==> src/rtl/ram_arbiter.sv <==
// Three-port round-robin arbiter (fetch/data/debug) for a single-port RAM, with debug priority and lock.
// Latency: combinational grant, RAM strobe at T+1, tagged read data at T+2; losers hold req until granted.
`ifndef RAM_ADDR_BITS
`define RAM_ADDR_BITS 10
`endif

module ram_arbiter #(
    parameter int ADDR_BITS    = `RAM_ADDR_BITS,
    parameter bit DBG_PRIORITY = 1'b0
) (
    input  logic                   clk,
    input  logic                   rst,
    input  logic [2:0]             req,
    input  logic [2:0]             we,
    input  logic [3*ADDR_BITS-1:0] addr,
    input  logic [11:0]            byteen,
    input  logic [95:0]            wrdata,
    input  logic                   dbg_lock,
    output logic [2:0]             gnt,
    output logic [2:0]             rd_valid,
    output logic [31:0]            rd_data,
    output logic [ADDR_BITS-1:0]   ram_addr,
    output logic [3:0]             ram_byteen,
    output logic [31:0]            ram_wrdata,
    output logic                   ram_rden,
    output logic                   ram_wren,
    input  logic [31:0]            ram_rddata
);

    logic [1:0]           last_q;
    logic                 locked_q;
    logic [1:0]           c0, c1, c2;
    logic                 gnt_any;
    logic [1:0]           gnt_idx;
    logic                 sel_we;
    logic [ADDR_BITS-1:0] sel_addr;
    logic [3:0]           sel_byteen;
    logic [31:0]          sel_wrdata;
    logic                 t1_vld, t2_vld;
    logic [1:0]           t1_port, t2_port;

    // Round-robin search order starts just after the last granted port.
    always_comb begin
        c0 = 2'd0;
        c1 = 2'd1;
        c2 = 2'd2;
        case (last_q)
            2'd0: begin c0 = 2'd1; c1 = 2'd2; c2 = 2'd0; end
            2'd1: begin c0 = 2'd2; c1 = 2'd0; c2 = 2'd1; end
            default: begin c0 = 2'd0; c1 = 2'd1; c2 = 2'd2; end
        endcase
    end

    always_comb begin
        gnt_any = 1'b0;
        gnt_idx = 2'd0;
        gnt     = 3'b000;
        if (!rst) begin
            if (locked_q || (DBG_PRIORITY && req[2])) begin
                if (req[2]) begin
                    gnt_any = 1'b1;
                    gnt_idx = 2'd2;
                end
            end else if (req[c0]) begin
                gnt_any = 1'b1;
                gnt_idx = c0;
            end else if (req[c1]) begin
                gnt_any = 1'b1;
                gnt_idx = c1;
            end else if (req[c2]) begin
                gnt_any = 1'b1;
                gnt_idx = c2;
            end
            if (gnt_any) begin
                gnt[gnt_idx] = 1'b1;
            end
        end
    end

    always_comb begin
        sel_we     = we[gnt_idx];
        sel_addr   = addr[gnt_idx*ADDR_BITS +: ADDR_BITS];
        sel_byteen = byteen[gnt_idx*4 +: 4];
        sel_wrdata = wrdata[gnt_idx*32 +: 32];
    end

    always_ff @(posedge clk or posedge rst) begin
        if (rst) begin
            last_q   <= 2'd2;
            locked_q <= 1'b0;
        end else begin
            if (gnt_any) begin
                last_q <= gnt_idx;
            end
            // Dropping dbg_lock releases the bus even if port 2 is idle.
            if (!dbg_lock) begin
                locked_q <= 1'b0;
            end else if (gnt_any && gnt_idx == 2'd2) begin
                locked_q <= 1'b1;
            end
        end
    end

    always_ff @(posedge clk or posedge rst) begin
        if (rst) begin
            ram_rden   <= 1'b0;
            ram_wren   <= 1'b0;
            ram_addr   <= '0;
            ram_byteen <= 4'h0;
            ram_wrdata <= 32'h0;
        end else begin
            ram_rden <= gnt_any & ~sel_we;
            ram_wren <= gnt_any & sel_we;
            if (gnt_any) begin
                ram_addr   <= sel_addr;
                ram_byteen <= sel_byteen;
                ram_wrdata <= sel_wrdata;
            end
        end
    end

    // Tag pipe mirrors the RAM's one-cycle read latency behind the command register.
    always_ff @(posedge clk or posedge rst) begin
        if (rst) begin
            t1_vld  <= 1'b0;
            t1_port <= 2'd0;
            t2_vld  <= 1'b0;
            t2_port <= 2'd0;
        end else begin
            t1_vld  <= gnt_any & ~sel_we;
            t1_port <= gnt_idx;
            t2_vld  <= t1_vld;
            t2_port <= t1_port;
        end
    end

    always_comb begin
        rd_valid = 3'b000;
        if (t2_vld) begin
            rd_valid[t2_port] = 1'b1;
        end
        rd_data = ram_rddata;
    end

endmodule
==> config.mk <==
export PLATFORM = sky130hd
export DESIGN_NAME = ram_arbiter
export DESIGN_NICKNAME = d
export VERILOG_FILES = /design/src/rtl/ram_arbiter.sv
export SDC_FILE = /design/constraint.sdc
export NUM_CORES = 1
export LEC_CHECK = 0
export ABC_AREA = 1
export CORE_MARGIN = 8
export CORE_UTILIZATION = 38
export CTS_CLUSTER_SIZE = 20
export DETAILED_ROUTE_END_ITERATION = 16
export PLACE_DENSITY_LB_ADDON = 0.3
export REMOVE_ABC_BUFFERS = 1
export SYNTH_ARGS = -nofsm -noshare
export SYNTH_HDL_FRONTEND = slang
export SYNTH_SLANG_ARGS = --single-unit
==> constraint.sdc <==
create_clock -name clk -period 3.4 [get_ports clk]
set_clock_uncertainty 0.05 [all_clocks]
set_input_delay 0.68 -clock clk [delete_from_list [all_inputs] [get_ports clk]]
set_output_delay 0.68 -clock clk [all_outputs]
set_load 0.02 [all_outputs]
# Word level (Yosys, flattened, before mapping)

Index checks and enable logic that the tools add are counted.

Flip-flop bits (word level): 56
Bits of input ports: 179
Output and inout bits: 86

Shift-type cells: 3
$lt $le $gt $ge: 8
Equality and inequality tests: 3
Reductions and logical operators: 4
Mux-type cells: 34
Bitwise gates (word level): 3
Multipliers: 1

Operators by type and width:

| kind                  | number |
|---|---|
| $shiftx A96 B8 Y32    | 1 |
| $shiftx A30 B7 Y10    | 1 |
| $lt A2 B3 Y1 const B  | 6 |
| $mux W1               | 15 |
| $mux W2               | 7 |
| $pmux W2 S2           | 3 |
| $shiftx A12 B5 Y4     | 1 |
| $mux W3               | 3 |
| $bmux W1 S2           | 4 |
| $mul A2 B3 Y5 const B | 1 |
| $demux W1 S2          | 2 |
| $ge A2 B1 Y1 const B  | 2 |
| $logic_and A1 B1 Y1   | 3 |
| $and A1 B1 Y1         | 2 |
| $eq A2 B1 Y1 const B  | 1 |
| $eq A2 B2 Y1 const B  | 1 |
| $logic_not A2 Y1      | 1 |
| $ne A2 B1 Y1 const B  | 1 |
| $not A1 Y1            | 1 |

# Longest topological paths before layout

Word-level depth: 15
Gate-level depth with buffers: 14

# Worst setup path after synthesis

No wires, ideal clock.

Path type: input port to flip-flop
Start point: input port rst
End point: register ram_addr[0]
Arrival: 3.038 ns
Cell stages on the path: 5
Setup slack: 0.192 ns
Library setup time: 0.120 ns
Path buffers: 1
Cells stage by stage: inv_1 -> clkbuf_1 -> nand4_1 -> nand3_1 -> a21oi_2

Longest elaborated chain between the ends: 3
Elaborated cells on any way between the ends: 4
Those cells by class: mul: 1; shift: 1; mux: 2

RTL lines:

| element                | RTL line | RTL |
|---|---|---|
| start: declaration     | 12       | `input logic rst,` |
| $mux W2                | 58       | `if (!rst) begin` |
| $mul A2 B3 Y5          | 82       | `sel_addr = addr[gnt_idx*ADDR_BITS +: ADDR_BITS];` |
| $shiftx A30 B7 Y10     | 82       |  |
| end signal: assignment | 115      | `ram_addr <= sel_addr;` |
| end: declaration       | 22       | `output logic [ADDR_BITS-1:0] ram_addr,` |

Several ways; a longest one is shown, not always the timed one.
A chain may end at the register's enable or synchronous reset.

# Worst setup path in the final report

Start point: input port req[2]
End point: output port gnt[1]

Longest elaborated chain between the ends: 13
Elaborated cells on any way between the ends: 25
Those cells by class: order compare: 2; mux: 22; reduce/logical: 1

RTL lines:

| element                                                                   | RTL line | RTL |
|---|---|---|
| start: declaration                                                        | 13       | `input logic [2:0] req,` |
| $bmux W1 S2                                                               | 70       | `end else if (req[c2]) begin` |
| $mux W1 (not written as such)                                             | 70       |  |
| $mux W2                                                                   | 70       |  |
| $mux W2                                                                   | 67       | `end else if (req[c1]) begin` |
| $mux W2                                                                   | 64       | `end else if (req[c0]) begin` |
| $mux W2                                                                   | 59       | `if (locked_q \|\| (DBG_PRIORITY && req[2])) begin` |
| $mux W2                                                                   | 58       |  |
| $lt A2 B3 Y1 (not written as such) / $ge A2 B1 Y1 (equally long branches) | 75       | `gnt[gnt_idx] = 1'b1;` |
| $logic_and A1 B1 Y1 (not written as such)                                 | 75       |  |
| $mux W1 (not written as such)                                             | 75       |  |
| $demux W1 S2                                                              | 75       |  |
| $mux W3 (*)                                                               | 74       | `if (gnt_any) begin` |
| $mux W3 (*)                                                               | 58       |  |
| end: declaration                                                          | 19       | `output logic [2:0] gnt,` |

Every way passes the cells marked *; elsewhere a longest branch is shown, timed or not. The select of a mux whose other input is x is not followed.

==> run metrics <==
Finished Core Util=between 50% and 60%; unrepaired setup endpoints after global routing=false; overall die width=122 um; PD cells=827 nW/um^2; share of the yosys chip area belonging to registers=32.7%; source of the worst register-to-register timing path=last_q[0]$_DFFE_PP0P_; number of pins with negative max-slew slack in the final report=0; quantity of I/O buffers inserted on ports=200; leakage power total=0.00320 uW; most used flip-flop cell after synthesis=dfrtp_1; final weighted congestion in routability-driven placement=0.816; endpoint of the lowest-slack register-to-register path=ram_wrdata[17]$_DFFE_PP0P_; maximum net fanout on the critical path=4; outcome=finished, final reports clean; number of distinct library cell variants in the gate-level netlist after synthesis=23; number of enable-type register cells in the synthesized netlist=0; Iteration-0 DRC Markers=325; number of violations of the max-capacitance limit=0; tightest slew margin relative to the limit=58.0%; Critical Path End Type=primary output; Synth Register Bits=56; type of origin of the critical path=input pin; register-to-register setup slack=1.19 ns; Row Count=39; CP Data Required Time=2.67 ns; arrival time of the worst setup path=2.48 ns; count of hold-fix buffers inserted at cts=0; asr flop ratio synth=100%; total placed cells including tap cells=between 900 and 1000; synthesized instance count=654; clock transition at the register clock pins on the worst setup and hold paths after CTS=about 0.070 ns; pin count of the biggest net entering global routing=55; DIE HEIGHT=between 100 and 150 um; number of top-level pins=265; Die Footprint=roughly 15000 sq um; Avg WL per Cell=between 15 and 20 um; total wirelength of the detailed-routed design=15.8 mm; core region area=11200 sq um; initial antenna violation count=0; vias in the first global route=4939; H-tree levels=2; total global routing track utilization=20.8%; Worst setup startpoint=req[2]; type of the setup path with the least slack=in -> out; slew at the pin closest to its max-slew limit=between 0.6 and 0.7 ns; Vias/cell=around 5.0; total number of vias=between 4000 and 5000; clock period minus worst slack=3.21 ns; number of cells traversed by the worst register-to-register path=10; GRT overflow=0; fin cells=941; peak ir drop on the vdd network=0.000476 V; total chip power=slightly above 5000 uW; Fmax=312 MHz; Worst Hold Launch=t1_port[0]$_DFF_PP0_; CTS-repair resized insts=0; ANT cells=0; DR pass1 iterations=5; share of the clock period used by the worst path=94.4%; Synth warnings=0; path type of the worst min-delay path=reg -> reg; fraction of layout instances using a drive strength above 1=between 10 and 15%; Post-route DRC=0; clock latency of the later-clocked register in the worst-skew pair=0.29 ns; Post-Syn Area per Cell=~6.6 sq um; Final setup violation count=0; Filler Cell Count=1108; number of nets at the end of the flow=976; number of failing hold endpoints at the final stage=0; Routed Antenna Nets=0; CTS Root Cell=clkbuf_16; endpoint of the worst hold-timing path=t2_port[0]$_DFF_PP0_; clock tree sinks=56; buffers inserted during post-CTS setup optimization=0; Num CTS Buffers=5; cell area after technology mapping=4290 sq um; Sequential Area=1400 sq um; clock buffer depth=2; total area of multi-input combinational cells=1860 sq um; CTS tree=done; area growth from synthesis to layout=46.2%; hold path depth=0; starting density of the core=38.2%; HPWL after detailed placement=11.7 mm; first-pass GRT wire length=24.9 mm
[critical path, cell delays in order]
cell and delay, ns:
clkdlybuf4s50_1 0.54, nand3_2 0.11, nand3_2 0.14, inv_2 0.07, nand2_2 0.10, nand3_2 0.10, inv_1 0.08, clkdlybuf4s50_1 0.66
[worst max path at each step]
| stage | end | cells past startpoint |
|---|---|---|
| floorplan | gnt[1] | 3 |
| global placement | gnt[0] | 8 |
| detailed placement | gnt[0] | 8 |
| CTS | gnt[0] | 8 |
| global route | gnt[1] | 8 |
| finish | gnt[1] | 8 |
[cells in the mapped netlist (2+ instances only)]
cell / n / area (sq um)
nand4_1: 47 / 294
a21oi_1: 17 / 85.1
clkbuf_1: 8 / 30.0
nand3_1: 101 / 505
nand3_2: 2 / 20.0
inv_2: 35 / 131
dfrtp_1: 55 / 1380
a21oi_2: 31 / 272
buf_2: 23 / 115
nand2_1: 113 / 424
buf_6: 4 / 45.0
buf_4: 36 / 270
nor2_1: 51 / 191
inv_1: 117 / 439
buf_1: 6 / 22.5
[cells by family after synthesis]
group | share of synthesized area, %
flops | 32.7
buf+inv | 24.5
simple gates | 34.0
compound gates | 8.77
[metal layers]
| metal | vias to the layer above | share of wire [%] | routed length (um) | GRT usage, % |
|---|---|---|---|---|
| met5 | - | 0.43 | 68 | 3.95 |
| met4 | 2 | 2.9 | 455 | 7.69 |
| met3 | 29 | 11 | 1660 | 8.46 |
| met2 | 223 | 45 | 7110 | 33.2 |
| met1 | 2163 | 41 | 6480 | 24.5 |
| li1 | 2279 | - | - | - |
[report_power, final]
part           total (uW)  internal (uW)  leakage (uW)  switching [uW]
sequential           1190           1000      0.000638             189
clock                 544            315     0.0000772             230
combinational        3450           1330       0.00249            2120
[cell type report]
| class | instances | area share (%) |
|---|---|---|
| well taps | 143 | 2.85 |
| repair buffers | 213 | 33.5 |
| inverters | 152 | 9.11 |
| multi-input cells | 369 | 29.7 |
| clock buffers | 8 | 2.49 |
| flip-flops and latches | 56 | 22.3 |
[cell usage in the layout (no fill, tap or decap), drive strengths merged, types with 8 or more instances in the layout]
cell type,instances
buf,13
nand4,47
nand3,103
clkdlybuf4s50,199
clkbuf,8
a21oi,48
nand2,114
nor2,52
dfrtp,55
inv,151
[sequential cells by signal, indices dropped and copies added (netlist names), 2 cells and up]
register    cells
last_q          2
ram_addr       10
ram_byteen      4
ram_wrdata     32
t1_port         2
t2_port         2
[stage by stage]
stage | hold slack, ns | setup WS [ns] | cell area (sq um) | setup TNS, ns
2_1_floorplan | 0.281 | -1.92 | 3810 | -70.77
4_1_cts | 0.303 | 0.0715 | 6270 | 0
3_5_place_dp | 0.286 | 0.0747 | 6120 | 0
5_1_grt | 0.312 | 0.0946 | 6280 | 0
6_report | 0.300 | 0.191 | 6280 | 0
3_3_place_gp | 0.283 | 0.126 | 6120 | 0
Power figures use the tool's default switching activity.
